<file path="config.mk">
export PLATFORM = sky130hd
export DESIGN_NAME = mips_data_bus_bridge
export DESIGN_NICKNAME = d
export VERILOG_FILES = /design/src/rtl/mips_data_bus_bridge.sv
export SDC_FILE = /design/constraint.sdc
export NUM_CORES = 1
export LEC_CHECK = 0
export CAP_MARGIN = 5
export CORE_AREA = 2 2 104 106
export CTS_CLUSTER_DIAMETER = 100
export DETAILED_ROUTE_END_ITERATION = 8
export DIE_AREA = 0 0 106 108
export PLACE_DENSITY = 0.79
export SETUP_SLACK_MARGIN = 0.3
export SKIP_LAST_GASP = 1
export SLEW_MARGIN = 20
export SYNTH_ARGS = -nofsm -noshare
export SYNTH_HDL_FRONTEND = slang
export SYNTH_SLANG_ARGS = --single-unit
</file>
<file path="constraint.sdc">
create_clock -name clk -period 1.8 [get_ports clk]
set_clock_uncertainty 0.05 [all_clocks]
set_input_delay 0.27 -clock clk [delete_from_list [all_inputs] [get_ports clk]]
set_output_delay 0.27 -clock clk [all_outputs]
set_load 0.02 [all_outputs]
</file>
<file path="src/rtl/mips_data_bus_bridge.sv">
// ============================================================================
// Module   : mips_data_bus_bridge
// Purpose  : Bridges the single-cycle CPU data port onto a registered
//            request/waitrequest bus, stalling the core via clk_enable.
//            Optional abort-on-timeout is compiled in by DATA_BRIDGE_TIMEOUT_EN.
// Revision : 1.0  initial release
// ============================================================================
`default_nettype none

module mips_data_bus_bridge #(
    parameter int unsigned TIMEOUT_CYCLES = 255
) (
    input  logic        clk,
    input  logic        reset,
    input  logic        clk_enable_in,
    output logic        cpu_clk_enable,
    input  logic [31:0] cpu_address,
    input  logic        cpu_read,
    input  logic        cpu_write,
    input  logic [31:0] cpu_writedata,
    output logic [31:0] cpu_readdata,
    output logic [31:0] mem_address,
    output logic        mem_read,
    output logic        mem_write,
    output logic [31:0] mem_writedata,
    input  logic        mem_waitrequest,
    input  logic [31:0] mem_readdata,
    output logic        bus_error
);

    localparam logic [1:0]  S_IDLE    = 2'd0;
    localparam logic [1:0]  S_REQ     = 2'd1;
    localparam logic [1:0]  S_DONE    = 2'd2;
    localparam logic [15:0] c_TO_LAST = 16'(TIMEOUT_CYCLES - 1);

    logic [1:0]  r_state;
    logic [1:0]  w_next_state;
    logic        w_req;
    logic        w_start;
    logic        w_complete;
    logic        w_abort;
    logic        w_cpu_clk_enable;
    logic        r_mem_read;
    logic        r_mem_write;
    logic [31:0] r_mem_address;
    logic [31:0] r_mem_writedata;
    logic [31:0] r_rdbuf;

    assign w_req      = cpu_read | cpu_write;
    assign w_start    = (r_state == S_IDLE) & clk_enable_in & w_req;
    assign w_complete = (r_state == S_REQ) & ~mem_waitrequest;

`ifdef DATA_BRIDGE_TIMEOUT_EN
    logic [15:0] r_timeout_cnt;
    logic        r_bus_error;
    logic        w_unused;

    assign w_abort  = (r_state == S_REQ) & mem_waitrequest & (r_timeout_cnt == c_TO_LAST);
    assign w_unused = ^cpu_address[1:0];

    // Counter only runs while the slave stalls; any exit from REQ clears it.
    always_ff @(posedge clk) begin
        if (reset) begin
            r_timeout_cnt <= 16'd0;
            r_bus_error   <= 1'b0;
        end else begin
            if ((r_state == S_REQ) & mem_waitrequest & ~w_abort)
                r_timeout_cnt <= r_timeout_cnt + 16'd1;
            else
                r_timeout_cnt <= 16'd0;
            if (w_abort)
                r_bus_error <= 1'b1;
        end
    end

    assign bus_error = r_bus_error;
`else
    logic w_unused;

    assign w_abort   = 1'b0;
    assign bus_error = 1'b0;
    assign w_unused  = ^{cpu_address[1:0], c_TO_LAST};
`endif

    always_ff @(posedge clk) begin
        if (reset)
            r_state <= S_IDLE;
        else
            r_state <= w_next_state;
    end

    always_comb begin
        w_next_state = r_state;
        case (r_state)
            S_IDLE:  if (w_start)                w_next_state = S_REQ;
            S_REQ:   if (w_complete | w_abort)   w_next_state = S_DONE;
            S_DONE:  if (clk_enable_in)          w_next_state = S_IDLE;
            default:                             w_next_state = S_IDLE;
        endcase
    end

    always_comb begin
        w_cpu_clk_enable = clk_enable_in &
                           ((r_state == S_DONE) | ((r_state == S_IDLE) & ~w_req));
    end

    // Write takes priority when the CPU raises both strobes.
    always_ff @(posedge clk) begin
        if (reset) begin
            r_mem_read      <= 1'b0;
            r_mem_write     <= 1'b0;
            r_mem_address   <= 32'd0;
            r_mem_writedata <= 32'd0;
            r_rdbuf         <= 32'd0;
        end else if (w_start) begin
            r_mem_read      <= cpu_read & ~cpu_write;
            r_mem_write     <= cpu_write;
            r_mem_address   <= {cpu_address[31:2], 2'b00};
            r_mem_writedata <= cpu_writedata;
        end else if (w_complete | w_abort) begin
            r_mem_read  <= 1'b0;
            r_mem_write <= 1'b0;
            if (w_abort)
                r_rdbuf <= 32'd0;
            else if (r_mem_read)
                r_rdbuf <= mem_readdata;
        end
    end

    assign cpu_clk_enable = w_cpu_clk_enable;
    assign cpu_readdata   = r_rdbuf;
    assign mem_address    = r_mem_address;
    assign mem_read       = r_mem_read;
    assign mem_write      = r_mem_write;
    assign mem_writedata  = r_mem_writedata;

endmodule

`default_nettype wire

</file>
# Word-level counts from Yosys, hierarchy flattened
# Cells that the tools add are included.
[word_totals]
n_memories = 0
latch_bits = 0
word_cells = 34
out_inout_bits = 100
ram_bits = 0
in_bits = 102
mem_bits_ro = 0
reg_bits = 98
[op_classes]
n_reduce_logical = 4
div = 0
add_sub_neg = 0
n_shift = 0
magnitude_cmp = 0
n_mul = 0
muxes = 7
n_bitwise = 12
eq_ne = 5
[ops]
columns = ["operator", "n"]
rows = [
  ["bitwise AND 1 bit", 6],
  ["2-to-1 mux 2 bit", 3],
  ["inequality test 2 bit, second input constant", 3],
  ["case mux 2 bit (3 select lines)", 1],
  ["AND reduction 3 bit", 2],
  ["inverter 1 bit", 4],
  ["2-to-1 mux 1 bit", 3],
  ["== test 2 x 1 -> 1 bit, second input constant", 1],
  ["== test 2 bit, second input constant", 1],
  ["zero test 2 bit", 1],
  ["OR 1 bit", 2],
  ["nonzero test 2 bit", 1],
]

# Logic depth before layout (Yosys ltp)
# Gate-level depths: netlist (run 1).
[depth]
depth_word = 5
mapped_depth = 5

# Least setup slack after synthesis (run 1)
# OpenSTA, ideal clock, no wires.
[synth_timing]
path_kind = "register to output"
startpoint = "register r_state[1]"
endpoint = "output port cpu_clk_enable"
arrival_time_ns = 1.097
required_time_ns = 1.480
slack_ns = 0.383
n_path_buf = 2
stages_incl_launch_ff = 5
cell_sequence = "dfxtp_1 -> o21ba_2 -> buf_6 -> buf_6 -> nor2_1"
[synth_between]
elab_chain_len = 4
[synth_rtl]
columns = ["item", "line_no", "rtl"]
rows = [
  ["from (decl)", "36", "logic [1:0] r_state;"],
  ["from (signal assigned)", "89", "r_state <= w_next_state;"],
  ["zero test 2 bit", "104", "((r_state == S_DONE) | ((r_state == S_IDLE) & ~w_req));"],
  ["bitwise AND 1 bit", "104", ""],
  ["OR 1 bit (*)", "104", ""],
  ["bitwise AND 1 bit (*)", "103", "w_cpu_clk_enable = clk_enable_in &"],
  ["to (decl)", "16", "output logic cpu_clk_enable,"],
]
# Every way passes the cells marked *; elsewhere a longest branch is shown, timed or not.

# Final worst setup path (run 1)
[layout_timing]
startpoint = "input port cpu_read"
endpoint = "output port cpu_clk_enable"
[layout_between]
elab_chain_len = 5
[layout_rtl]
columns = ["item", "line_no", "rtl"]
rows = [
  ["from (decl)", "18", "input logic cpu_read,"],
  ["OR 1 bit", "49", "assign w_req = cpu_read | cpu_write;"],
  ["inverter 1 bit", "104", ""],
  ["bitwise AND 1 bit", "104", ""],
  ["OR 1 bit", "104", ""],
  ["bitwise AND 1 bit", "103", ""],
]
# No other way between the ends.

==> metrics.txt, run 1 <==
# TYPE chip_impl_metric gauge
chip_impl_metric{name="globalplace.congestion",unit=""} 0.759
chip_impl_info{name="cts_tree",value="yes"} 1
chip_impl_metric{name="placedCellCount",unit=""} 753
chip_impl_metric{name="drv_slew",unit=""} 0
chip_impl_metric{name="dpl_cell_area",unit="µm²"} 6000
chip_impl_metric{name="syn-mean-instance-area",unit="µm²"} 8.82
chip_impl_metric{name="first_pass_iters",unit=""} 4
chip_impl_metric{name="grt_use_total",unit=""} 0.207
chip_impl_metric{name="htree_levels",unit=""} 3
chip_impl_info{name="post-synth-top-count-cell",value="sky130_fd_sc_hd__dfxtp_1"} 1
chip_impl_metric{name="synth.distinct_cells",unit=""} 23
chip_impl_metric{name="post_layout_nonfiller_instances",unit=""} 769
chip_impl_info{name="synthFlopType",value="sky130_fd_sc_hd__dfxtp_1"} 1
chip_impl_metric{name="fin_area",unit="µm²"} 6110
chip_impl_metric{name="leakagePower",unit="nW"} 2.58
chip_impl_metric{name="synthesized_area_fraction_occupied_by_adder_cells",unit=""} 0
chip_impl_metric{name="insertedDiodeCount",unit=""} 0
chip_impl_metric{name="number_of_nets_still_failing_antenna_checks_after_routing",unit=""} 0
chip_impl_metric{name="grt_start_max_net_pins",unit=""} 65
chip_impl_info{name="crit_type",value="primary input to output port"} 1
chip_impl_metric{name="transition_at_the_pin_with_the_smallest_max_transition_slack",unit="ns"} 0.560
chip_impl_metric{name="number_of_max_cap_violations",unit=""} 0
chip_impl_metric{name="starting_utilization_of_the_core_area",unit=""} 0.394
chip_impl_metric{name="post_drt_wl_per_cell",unit="µm"} 15.9
chip_impl_metric{name="report.final.setup_viol",unit=""} 0
chip_impl_metric{name="synth_edf_count",unit=""} 0
chip_impl_metric{name="die_boundary_width",unit="µm"} 106
chip_impl_metric{name="drc",unit=""} 0
chip_impl_metric{name="pin_count",unit=""} 202
chip_impl_metric{name="die_y",unit="µm"} 108
chip_impl_metric{name="grt_antenna_before_repair",unit=""} 0
chip_impl_metric{name="cp_data_arrival_time",unit="ns"} 1.23
chip_impl_info{name="crit_path_end_kind",value="output port"} 1
chip_impl_metric{name="synthXorXnorAreaFrac",unit=""} 0
chip_impl_metric{name="final-hold-violation-count",unit=""} 0
chip_impl_metric{name="viasPerCell",unit=""} 5.31
chip_impl_metric{name="crit_required",unit="ns"} 1.48
chip_impl_metric{name="timing.final.crit_period",unit="ns"} 1.55
chip_impl_metric{name="drt-total-wl",unit="mm"} 12.2
chip_impl_metric{name="cts.sinks",unit=""} 98
chip_impl_metric{name="synthToLayoutAreaGrowth",unit="%"} 51.6
chip_impl_metric{name="synth_mux_area_frac",unit=""} 0
chip_impl_metric{name="die_ar",unit="µm²"} 11400
chip_impl_info{name="dominant_combinational_cell_family_by_area_after_synthesis",value="compound AO/OA/AOI/OAI gates"} 1
chip_impl_info{name="grt_setup_unrepaired",value="true"} 1
chip_impl_metric{name="fin_nets",unit=""} 730
chip_impl_metric{name="fp.coreArea",unit="µm²"} 10200
chip_impl_info{name="status",value="completed"} 1
chip_impl_metric{name="drt_first_iter_violations",unit=""} 164
chip_impl_info{name="clk_root_buffer_cell",value="sky130_fd_sc_hd__clkbuf_8"} 1
chip_impl_metric{name="number_of_global_route_vias_before_repair",unit=""} 3894
chip_impl_info{name="synth_top_cell_by_area",value="sky130_fd_sc_hd__dfxtp_1"} 1
chip_impl_metric{name="synth_simple_gate_area_share",unit=""} 0.159
chip_impl_info{name="start_kind",value="primary input"} 1
chip_impl_metric{name="compound_cell_area_share_of_the_yosys_netlist",unit=""} 0.258
chip_impl_metric{name="clk_path_buf_depth",unit=""} 2
chip_impl_metric{name="crit_fanout",unit=""} 2
chip_impl_metric{name="ys_warn_count",unit=""} 0
chip_impl_metric{name="detailed_place_hpwl",unit="mm"} 8.36
chip_impl_metric{name="total_clock_buffers_created_by_cts",unit=""} 9
chip_impl_metric{name="max-vdd-ir-drop",unit="mV"} 0.381
chip_impl_metric{name="portion_of_the_clock_cycle_consumed_by_the_worst_path_in_the_final_layout",unit=""} 0.859
chip_impl_metric{name="worst_slew_margin_rel",unit=""} 0.627
chip_impl_metric{name="fmax",unit="MHz"} 646
chip_impl_metric{name="syn_area",unit="µm²"} 4030
chip_impl_metric{name="clk_pin_slew_worst_paths",unit="ns"} 0.09
chip_impl_metric{name="globalRouteOverflowTotal",unit=""} 0
chip_impl_metric{name="port-buffer-count",unit=""} 196
chip_impl_metric{name="cts_setup_buffers",unit=""} 0
chip_impl_info{name="synth.top_cells.by_area",value="sky130_fd_sc_hd__dfxtp_1 (49%), sky130_fd_sc_hd__a21oi_1 (12%), sky130_fd_sc_hd__o31ai_1 (9.7%), sky130_fd_sc_hd__nand3_1 (7.8%), sky130_fd_sc_hd__nand2_1 (6.1%)"} 1
chip_impl_metric{name="postSynthCellCount",unit=""} 457
chip_impl_metric{name="async_flop_share",unit=""} 0
chip_impl_metric{name="yosysSeqAreaShare",unit=""} 0.487
chip_impl_metric{name="worst_skew_pair.late_latency",unit="ns"} 0.36
chip_impl_metric{name="num_rows",unit=""} 37
chip_impl_info{name="netlist_top_cells_count",value="sky130_fd_sc_hd__dfxtp_1 (98), sky130_fd_sc_hd__a21oi_1 (97), sky130_fd_sc_hd__nand2_1 (66), sky130_fd_sc_hd__nand3_1 (63), sky130_fd_sc_hd__o31ai_1 (52)"} 1
chip_impl_metric{name="powerDensity",unit="nW/µm²"} 764
chip_impl_metric{name="proportion_of_layout_cells_with_a_drive_suffix_above_1",unit=""} 0.0806
chip_impl_info{name="holdCritPathClass",value="primary input to flop"} 1
chip_impl_metric{name="post-synth-top-area-fraction",unit=""} 0.487
chip_impl_metric{name="grt_first_pass_wirelength",unit="mm"} 19.1
chip_impl_metric{name="num_vias",unit=""} 4080
chip_impl_metric{name="synth_seq_cells",unit=""} 98
## layout make-up
| class | instances | area, µm² |
|---|---|---|
| repair buffers | 214 | 2070 |
| clock inverters | 4 | 50.0 |
| multi-input cells | 305 | 1700 |
| flip-flops and latches | 98 | 1960 |
| well taps | 136 | 170 |
| clock buffers | 12 | 155 |
| fillers | 928 | 4120 |
## power by group
group	total [mW]	switching, mW	leakage [nW]	internal [mW]
sequential	2.31	0.0489	0.799	2.26
combinational	0.886	0.469	1.68	0.417
clock	1.47	0.757	0.0986	0.718
## repair_timing
action                                  4_1_cts  5_1_grt
hold buffers                                  0        0
gates resized for setup                     100        9
endpoints found under the setup margin      187       94
hold endpoints to repair                      0        0
pin swaps                                     0        0
## state kept, by name, summed over array words and instances (netlist names)
signal	flops
cpu_readdata	32
mem_read	1
mem_address	30
mem_write	1
r_state	2
mem_writedata	32
## per-stage QoR
step                      worst slack, ns  hold WS (ns)  total power, mW   util  TNS [ns]
after floorplan                     0.383         0.331             2.84      -         0
after global placement             -0.238         0.392             3.29  0.587     -5.74
after detailed placement           -0.267         0.397             3.31  0.587     -7.64
after CTS                          0.0854         0.331             4.70  0.596         0
after global routing                0.179         0.357             4.87  0.597         0
final                               0.253         0.342             4.67  0.597         0
## cells by family after synthesis
logic type / count (synthesis)
other: 1
AOI/OAI and AO/OA: 163
and+or+nand+nor: 139
buffers and inverters: 56
DFF: 98
## critical path, cell delays in order
cell	delay [ns]
sky130_fd_sc_hd__clkdlybuf4s50_1	0.43
sky130_fd_sc_hd__o21ba_2	0.25
sky130_fd_sc_hd__nor2_1	0.12
sky130_fd_sc_hd__buf_4	0.16
## worst paths after layout
check / start / to / slack, ns / depth (start not counted)
max: cpu_read / cpu_clk_enable / 0.25 / 4
min: reset / mem_address[17]$_SDFFE_PP0P_ / 0.34 / 2
max reg2reg: r_state[1]$_SDFFE_PP0P_ / mem_write$_SDFFE_PP0P_ / 0.32 / 4
min reg2reg: cpu_readdata[17]$_SDFFE_PP0P_ / cpu_readdata[17]$_SDFFE_PP0P_ / 0.41 / 2
## layer usage
| layer | wire length [µm] | global-route usage | share of wire |
|---|---|---|---|
| met5 | 0 | 0 | 0 |
| met4 | 289 | 0.0865 | 0.024 |
| met3 | 815 | 0.0476 | 0.067 |
| met2 | 6050 | 0.351 | 0.49 |
| met1 | 5090 | 0.254 | 0.42 |
## layout by cell type (no fill, tap or decap), types with 7 or more instances in the layout
cell type	netlist	final
sky130_fd_sc_hd__clkdlybuf4s50_1	0	98
sky130_fd_sc_hd__a21oi_1	97	97
sky130_fd_sc_hd__dfxtp_1	98	97
sky130_fd_sc_hd__dlygate4sd2_1	0	96
sky130_fd_sc_hd__nand2_1	66	66
sky130_fd_sc_hd__nand3_1	63	63
sky130_fd_sc_hd__o31ai_1	52	52
sky130_fd_sc_hd__clkbuf_8	0	11
sky130_fd_sc_hd__o31ai_2	10	10
sky130_fd_sc_hd__buf_4	6	7
(Power assumes the default switching activity.)
==> run 2, diff against run 1 <==
--- a/config.mk
+++ b/config.mk
@@ -13,7 +13,6 @@
 export PLACE_DENSITY = 0.79
 export SETUP_SLACK_MARGIN = 0.3
 export SKIP_LAST_GASP = 1
-export SLEW_MARGIN = 20
 export SYNTH_ARGS = -nofsm -noshare
 export SYNTH_HDL_FRONTEND = slang
 export SYNTH_SLANG_ARGS = --single-unit
==> results of run 2 <==
Final layout, timing and power as in run 1 (identical DEF).
